<file path="src/rtl/lsu_pkg.sv">
// lsu_pkg
//   Shared types for the load/store sequencer:
//     lsu_size_e  - access size encoding as presented on the request port
//     lsu_state_e - sequencer FSM states
//     size_mask() - byte-lane mask of an access before it is shifted by the offset
package lsu_pkg;

  // 2'b11 is not a distinct size; it is handled exactly like a word access.
  typedef enum logic [1:0] {
    SZ_BYTE     = 2'b00,
    SZ_HALF     = 2'b01,
    SZ_WORD     = 2'b10,
    SZ_WORD_ALT = 2'b11
  } lsu_size_e;

  typedef enum logic [2:0] {
    IDLE,
    REQ0,
    WAIT0,
    REQ1,
    WAIT1,
    RESP
  } lsu_state_e;

  function automatic logic [3:0] size_mask(input lsu_size_e size);
    case (size)
      SZ_BYTE: return 4'b0001;
      SZ_HALF: return 4'b0011;
      default: return 4'b1111;
    endcase
  endfunction

endpackage

</file>
<file path="src/rtl/lsu_load_extend.sv">
// lsu_load_extend
//   Combinational load-result formatter. Shifts the two fetched words right
//   by the byte offset and sign- or zero-extends the selected byte/halfword.
//   Ports:
//     rdata       in  64  {second word, first word}; second word is 0 when unused
//     off         in  2   byte offset of the access within the first word
//     size        in  2   access size (lsu_size_e)
//     is_unsigned in  1   zero-extend instead of sign-extend
//     result      out 32  load data as returned to the core
module lsu_load_extend
  import lsu_pkg::*;
(
  input  logic [63:0] rdata,
  input  logic [1:0]  off,
  input  lsu_size_e   size,
  input  logic        is_unsigned,
  output logic [31:0] result
);

  logic [31:0] rd32;

  assign rd32 = 32'(rdata >> {off, 3'b000});

  always_comb begin
    // NOTE: default assignment first, so every path drives result and no latch is inferred.
    result = rd32;
    case (size)
      SZ_BYTE: result = {{24{~is_unsigned & rd32[7]}}, rd32[7:0]};
      SZ_HALF: result = {{16{~is_unsigned & rd32[15]}}, rd32[15:0]};
      default: result = rd32;
    endcase
  end

endmodule

</file>
<file path="src/rtl/lsu_controller.sv">
// lsu_controller
//   Load/store sequencer between the core memory stage and a word-addressed
//   data bus. One byte/halfword/word access at a time is turned into one or
//   two word-aligned bus transactions; load data is returned extended.
//
//   Build option: MISALIGNED_SPLIT_EN
//     defined   - word-crossing accesses are split into two bus transactions
//     undefined - word-crossing accesses complete at once with o_rsp_err=1
//
//   Ports:
//     i_clk, i_rst                  clock, asynchronous active-high reset
//     i_req_*, o_req_ready          core request (accepted only in IDLE)
//     o_rsp_valid/rdata/err         one-cycle completion pulse to the core
//     o_bus_*, i_bus_ready          bus request, held stable until ready
//     i_bus_ack, i_bus_rdata        bus completion and read data
module lsu_controller
  import lsu_pkg::*;
#(
  parameter int ADDR_WIDTH = 32
) (
  input  logic                  i_clk,
  input  logic                  i_rst,
  input  logic                  i_req_valid,
  output logic                  o_req_ready,
  input  logic                  i_req_we,
  input  logic [1:0]            i_req_size,
  input  logic                  i_req_unsigned,
  input  logic [ADDR_WIDTH-1:0] i_req_addr,
  input  logic [31:0]           i_req_wdata,
  output logic                  o_rsp_valid,
  output logic [31:0]           o_rsp_rdata,
  output logic                  o_rsp_err,
  output logic                  o_bus_valid,
  input  logic                  i_bus_ready,
  output logic                  o_bus_we,
  output logic [ADDR_WIDTH-1:0] o_bus_addr,
  output logic [3:0]            o_bus_be,
  output logic [31:0]           o_bus_wdata,
  input  logic                  i_bus_ack,
  input  logic [31:0]           i_bus_rdata
);

  lsu_state_e            state;
  logic                  we_q;
  lsu_size_e             size_q;
  logic                  unsigned_q;
  logic [ADDR_WIDTH-1:0] addr_q;
  logic [3:0]            be_hi_q;   // byte enables of the second word (0 = no crossing)
  logic [31:0]           wd_hi_q;   // store data of the second word
  logic [31:0]           rdata0_q;
  logic [31:0]           rdata1_q;

  // Lane computation on the incoming request; only ever captured into registers.
  lsu_size_e   in_size;
  logic [7:0]  in_be8;
  logic [63:0] in_wd64;

  assign in_size = lsu_size_e'(i_req_size);
  assign in_be8  = {4'b0000, size_mask(in_size)} << i_req_addr[1:0];
  assign in_wd64 = {32'b0, i_req_wdata} << {i_req_addr[1:0], 3'b000};

`ifndef MISALIGNED_SPLIT_EN
  logic in_cross;
  assign in_cross = |in_be8[7:4];
`endif

  logic [ADDR_WIDTH-1:0] word_addr_q;
  assign word_addr_q = {addr_q[ADDR_WIDTH-1:2], 2'b00};

  logic [31:0] load_result;

  lsu_load_extend u_extend (
    .rdata       ({rdata1_q, rdata0_q}),
    .off         (addr_q[1:0]),
    .size        (size_q),
    .is_unsigned (unsigned_q),
    .result      (load_result)
  );

  // Read data is presented only during the RESP pulse of a successful load.
  assign o_rsp_rdata = (state == RESP && !we_q && !o_rsp_err) ? load_result : '0;

  always_ff @(posedge i_clk or posedge i_rst) begin
    if (i_rst) begin
      state       <= IDLE;
      o_req_ready <= 1'b1;
      o_rsp_valid <= 1'b0;
      o_rsp_err   <= 1'b0;
      o_bus_valid <= 1'b0;
      o_bus_we    <= 1'b0;
      o_bus_addr  <= '0;
      o_bus_be    <= '0;
      o_bus_wdata <= '0;
      we_q        <= 1'b0;
      size_q      <= SZ_BYTE;
      unsigned_q  <= 1'b0;
      addr_q      <= '0;
      be_hi_q     <= '0;
      wd_hi_q     <= '0;
      rdata0_q    <= '0;
      rdata1_q    <= '0;
    end else begin
      // NOTE: non-blocking assignments only, so every register samples pre-edge values.
      case (state)
        IDLE: begin
          if (i_req_valid) begin
            o_req_ready <= 1'b0;
            we_q        <= i_req_we;
            size_q      <= in_size;
            unsigned_q  <= i_req_unsigned;
            addr_q      <= i_req_addr;
            be_hi_q     <= in_be8[7:4];
            wd_hi_q     <= in_wd64[63:32];
            rdata0_q    <= '0;
            rdata1_q    <= '0;
`ifndef MISALIGNED_SPLIT_EN
            if (in_cross) begin
              state       <= RESP;
              o_rsp_valid <= 1'b1;
              o_rsp_err   <= 1'b1;
            end else
`endif
            begin
              state       <= REQ0;
              o_bus_valid <= 1'b1;
              o_bus_we    <= i_req_we;
              o_bus_addr  <= {i_req_addr[ADDR_WIDTH-1:2], 2'b00};
              o_bus_be    <= in_be8[3:0];
              o_bus_wdata <= in_wd64[31:0];
            end
          end
        end

        REQ0, REQ1: begin
          if (i_bus_ready) begin
            state       <= (state == REQ0) ? WAIT0 : WAIT1;
            o_bus_valid <= 1'b0;
            o_bus_we    <= 1'b0;
            o_bus_be    <= '0;
            o_bus_wdata <= '0;
          end
        end

        WAIT0: begin
          if (i_bus_ack) begin
            rdata0_q <= i_bus_rdata;
            if (|be_hi_q) begin
              state       <= REQ1;
              o_bus_valid <= 1'b1;
              o_bus_we    <= we_q;
              o_bus_addr  <= word_addr_q + ADDR_WIDTH'(4);  // wraps at the top of memory
              o_bus_be    <= be_hi_q;
              o_bus_wdata <= wd_hi_q;
            end else begin
              state       <= RESP;
              o_rsp_valid <= 1'b1;
            end
          end
        end

        WAIT1: begin
          if (i_bus_ack) begin
            rdata1_q    <= i_bus_rdata;
            state       <= RESP;
            o_rsp_valid <= 1'b1;
          end
        end

        RESP: begin
          state       <= IDLE;
          o_rsp_valid <= 1'b0;
          o_rsp_err   <= 1'b0;
          o_req_ready <= 1'b1;
        end

        default: state <= IDLE;
      endcase
    end
  end

endmodule

</file>
<file path="config.mk">
export PLATFORM = sky130hd
export DESIGN_NAME = lsu_controller
export DESIGN_NICKNAME = d
export VERILOG_FILES = /design/src/rtl/lsu_pkg.sv /design/src/rtl/lsu_load_extend.sv /design/src/rtl/lsu_controller.sv
export SDC_FILE = /design/constraint.sdc
export NUM_CORES = 1
export LEC_CHECK = 0
export BUFFER_PORTS_ARGS = -buffer_cell sky130_fd_sc_hd__buf_2
export CAP_MARGIN = 15
export CORE_UTILIZATION = 45
export DETAILED_ROUTE_END_ITERATION = 10
export PLACE_DENSITY = 0.81
export SYNTH_ARGS = -nofsm -noshare
export SYNTH_HDL_FRONTEND = slang
export SYNTH_HIERARCHICAL = 1
export SYNTH_SLANG_ARGS = --single-unit
</file>
<file path="constraint.sdc">
create_clock -name i_clk -period 7.4 [get_ports i_clk]
set_clock_uncertainty 0.2 [all_clocks]
set_input_delay 1.48 -clock i_clk [delete_from_list [all_inputs] [get_ports i_clk]]
set_output_delay 1.48 -clock i_clk [all_outputs]
set_load 0.02 [all_outputs]
</file>
; ---- Word level (Yosys, flattened, before mapping)
; Cells that the tools add are included.
[totals]
reg_bits = 212
inputBits = 105
elab_cells = 115
[classes]
n_addsub = 1
eq_ne = 15
shift = 3
n_mux = 52
n_bitwise = 3
reduce_logical = 24
[op_table]
columns = cell, n
row1 = 32-bit two-way mux, 12
row2 = 32-bit one-hot mux with 2 select lines, 4
row3 = 32-bit one-hot mux with 3 select lines, 1
row4 = 32-bit by 5-bit left shift with 64-bit output, 1
row5 = 64-bit by 5-bit right shift with 32-bit output, 1
row6 = "32-bit by 3-bit adder with 32-bit output, second input constant", 1
row7 = 3-bit two-way mux, 7
row8 = 4-bit two-way mux, 5
row9 = "2-bit inequality test, second input constant", 8
row10 = 1-bit two-way mux, 15
row11 = 3-bit one-hot mux with 4 select lines, 1
row12 = 4-bit one-hot mux with 3 select lines, 1
row13 = 6-bit AND reduction, 2
row14 = 3-bit AND reduction, 3
row15 = 4-bit one-hot mux with 2 select lines, 1
row16 = 4-bit OR reduction, 2
row17 = 4-bit by 2-bit left shift with 8-bit output, 1
row18 = "3-bit by 2-bit equality test with 1-bit output, second input constant", 2
row19 = "3-bit equality test, second input constant", 2
row20 = 1-bit one-hot mux with 3 select lines, 2
row21 = 2-bit nonzero test, 3
row22 = 5-bit AND reduction, 1
row23 = "2-bit by 1-bit equality test with 1-bit output, second input constant", 2
row24 = 2-bit zero test, 2
row25 = 13 further kinds, 18

; ---- Logic depth before layout (Yosys ltp)
[depth]
word_depth = 7
mapped_depth = 9
mapped_depth_nobuf = 6

; ---- By module
; Netlist, hierarchy kept.
[modules_own_cells]
columns = module, instances, cells_each, area_per_inst_um2
row1 = lsu_controller, 1, 1038, 9465.3
row2 = lsu_load_extend, 1, 101, 1109.8

; ---- Worst setup path after synthesis
; No wires, ideal clock.
[synth_timing]
kind = register -> output
from = reg size_q[0]
to = out o_rsp_rdata[21]
arrival_ps = 1627
required_ps = 5720
path_slack_ps = 4093
stages_incl_launch_ff = 7
path_buffers = 2
path_cell_list = dfrtp_1 > buf_6 > mux4_2 > mux2i_4 > buf_6 > o21ai_1 > and2_1
[synth_via]
elab_chain_cells = 3
elab_cells_between_ends = 4
classes_between = eq/ne: 1 / mux: 2 / reduce/logical: 1
[synth_lines]
columns = item, line_no
row1 = start: declaration, lsu_controller.sv:45  ; lsu_size_e size_q;
row2 = start signal: assignment, lsu_controller.sv:109  ; size_q <= in_size;
row3 = 2-bit by 1-bit equality test with 1-bit output / 2-bit zero test (equally long branches), lsu_load_extend.sv:27  ; case (size)
row4 = 32-bit one-hot mux with 2 select lines *, lsu_load_extend.sv:27
row5 = net load_result[21], lsu_controller.sv:70  ; logic [31:0] load_result;
row6 = 32-bit two-way mux *, lsu_controller.sv:81  ; assign o_rsp_rdata = (state == RESP && !we_q && !o_rsp_err) ? load_result : '0;
row7 = end: declaration, lsu_controller.sv:31  ; output logic [31:0] o_rsp_rdata,
; Mark *: on every way through the listed nets, which the timed path passes. The rest lies on a longest branch.

; ---- Worst setup path in the final report
[layout_timing]
from = reg addr_q[0]
to = out o_rsp_rdata[10]
[layout_via]
elab_chain_cells = 4
[layout_lines]
columns = item, line_no
row1 = start: declaration, lsu_controller.sv:47  ; logic [ADDR_WIDTH-1:0] addr_q;
row2 = start signal: assignment, lsu_controller.sv:111  ; addr_q <= i_req_addr;
row3 = 64-bit by 5-bit right shift with 32-bit output *, lsu_load_extend.sv:22  ; assign rd32 = 32'(rdata >> {off, 3'b000});
row4 = 1-bit AND, lsu_load_extend.sv:28  ; SZ_BYTE: result = {{24{~is_unsigned & rd32[7]}}, rd32[7:0]};
row5 = 32-bit one-hot mux with 2 select lines *, lsu_load_extend.sv:27
row6 = net load_result[10], lsu_controller.sv:70
row7 = 32-bit two-way mux *, lsu_controller.sv:81
; Marks and branches as above.

==> impl_metrics.json <==
{
  "drc": 0,
  "cts_resized": 0,
  "cts_tree": "built",
  "period_minus_slack_ns": 4.35,
  "grt_max_degree": 139,
  "first_pass_iters": 8,
  "timing.rr.start": "state[0]",
  "cts_made_buffers": 17,
  "ant_nets": 0,
  "startpoint_type": "register",
  "worstPathMaxFanout": 34,
  "cp.buffers_inverters": 1,
  "grt-ovfl-total": 0,
  "status": "finished clean",
  "clockBufferDepth": 2,
  "whs_ns": 0.274,
  "slew_viol_final": 0,
  "row_count": 55,
  "core_um2": 22600,
  "cp_cell_sequence": "mux4_2 -> nand2_1 -> nand2_1 -> and2_1 -> buf_2",
  "holdCritPathClass": "register to register",
  "placed_cells": 1534,
  "worstSetupStartpoint": "addr_q[0]",
  "wl_per_cell_um": 18.5,
  "ys_warn_count": 6,
  "grt_pass1_wl_um": 47300,
  "power_density_nw_per_um2": 424,
  "dieArea_um2": 23500,
  "syn_to_final_growth_pct": 16.9,
  "routedLengthMet1_um": 12100,
  "critPathCapture": "o_rsp_rdata[10]",
  "utilization_pct": 53.3,
  "fin_crit_sh_pct": 58.8,
  "io_buffers": 207,
  "dr_wl_met2_um": 13200,
  "synth.cell_area_um2": 10300,
  "fill_cells": 2021,
  "fin_tns_setup_ns": 0,
  "preCtsSetupSlack_ns": 3.43,
  "hold_viol_final": 0,
  "path_class": "register to output port",
  "clkLatencyLatePin_ns": 0.43,
  "gp_congestion": 0.970,
  "vias": 9203,
  "max_freq_ghz": 0.230,
  "grt_pass1_vias": 8874,
  "synthCells": 1123,
  "cp_common_cell": "nand2_1",
  "cp_data_required_time_ns": 5.72,
  "start_util_pct": 45.7,
  "antenna_found_initial": 4,
  "avgSynthCellArea_um2": 9.18,
  "clkTransAtPathRegs_ns": 0.08,
  "slew_headroom_pct": 27.2,
  "ioPinCount": 210,
  "setup_slack_ns": 3.05,
  "cts.sink_count": 193,
  "worst_ir_drop_vdd_mv": 0.174,
  "setup_violations": 0,
  "path_depth": 5,
  "cp_slowest_cell": "dfrtp_2",
  "final_layout_size_suffix_gt1_share_pct": 24.0,
  "cts-hold-fix-buffers": 0,
  "cts_setup_buffers": 0,
  "die-height_um": 153,
  "wl_met3_um": 2650,
  "multi_input_area_um2": 5080,
  "max_stage_delay_ns": 1.03,
  "drt_iter0_markers": 1026,
  "p_leak_nw": 5.73,
  "critPathTopFamily": "flip-flops",
  "cts_max_level": 4,
  "rsz0062_at_grt": "no",
  "wirelength_um": 29000,
  "top_layer": "met5",
  "fin_cells": 1569,
  "dp_hpwl_um": 19700,
  "final_nets": 1375,
  "end_kind": "output port",
  "reg2reg_to": "o_bus_addr[23]",
  "worst_pin_slew_ns": 1.09,
  "cts_root_buf": "clkbuf_16",
  "r2r_slack_ns": 4.40,
  "critPathArrivalTime_ns": 2.67,
  "regArea_um2": 4830,
  "cap_violations": 0,
  "reg2regPathDepth": 5,
  "grt_usage_pct": 25.4,
  "dieWidth_um": 153,
  "routed_via_density": 5.87
}
[registers in the layout, summed over array words and instances (netlist names), 2 cells and up]
signal,flops
addr_q,32
be_hi_q,3
o_bus_addr,30
o_bus_be,4
o_bus_wdata,32
rdata0_q,32
rdata1_q,24
size_q,2
state,3
wd_hi_q,24
[final cells by class]
| cell class | count | share of cell area, % |
|---|---|---|
| clock inverters | 15 | 1.51 |
| flip-flops and latches | 193 | 40.1 |
| repair buffers | 217 | 9.39 |
| inverters | 6 | 0.249 |
| multi-input cells | 834 | 42.2 |
| diodes | 2 | 0.0416 |
| well taps | 285 | 2.96 |
| clock buffers | 17 | 3.53 |
[report_power, final]
group / total (mW) / internal, mW / switching (mW)
Sequential: 2.06 / 1.55 / 0.511
Clock: 0.954 / 0.488 / 0.465
Combinational: 2.08 / 0.865 / 1.22
[layer usage]
metal | up-vias | track usage (%)
met1 | 4440 | 34.2
met3 | 80 | 6.01
met4 | 4 | 10.1
met5 | - | 0
li1 | 4225 | -
met2 | 454 | 39.4
[cell usage in the layout, fill, tap and decap left out, drive strengths merged, types with 4 or more instances in the layout]
cell,n
o31ai,13
and4,4
and3,10
nor4,9
buf,217
a41o,8
nand4,9
clkinv,4
dfrtp,192
xor2,14
xnor2,11
and2,43
mux4,34
mux2,9
nor2,85
a22oi,8
a22o,25
nand3,31
a31oi,9
nand2,297
nor3,10
a21oi,25
inv,15
clkbuf,17
a221oi,21
mux2i,21
o211ai,7
o21ai,100
[worst min path at each step]
| stage | startpoint | to | slack [ns] | cells past startpoint |
|---|---|---|---|---|
| after floorplan | wd_hi_q[20] | wd_hi_q[20] | 0.24 | 2 |
| after global placement | wd_hi_q[18] | wd_hi_q[18] | 0.25 | 2 |
| after detailed placement | wd_hi_q[16] | wd_hi_q[16] | 0.26 | 2 |
| after CTS | wd_hi_q[16] | wd_hi_q[16] | 0.27 | 2 |
| after global routing | wd_hi_q[18] | wd_hi_q[18] | 0.29 | 2 |
| final | wd_hi_q[16] | wd_hi_q[16] | 0.27 | 2 |
[stage by stage]
step                power (mW)  cell area (um^2)
floorplan                 3.51             10300
global placement          4.05             11400
detailed placement        4.14             11400
CTS                       5.10             12000
global route              5.45             12000
finish                    5.10             12000
[worst register-to-register path, delay by kind of cell, from the launching register on]
family | cells | cell delay, ns
DFF | 1 | 0.70
and+or+nand+nor | 3 | 1.51
AOI/OAI and AO/OA | 1 | 0.26
buffers and inverters | 1 | 0.22
Power figures use the tool's default switching activity.
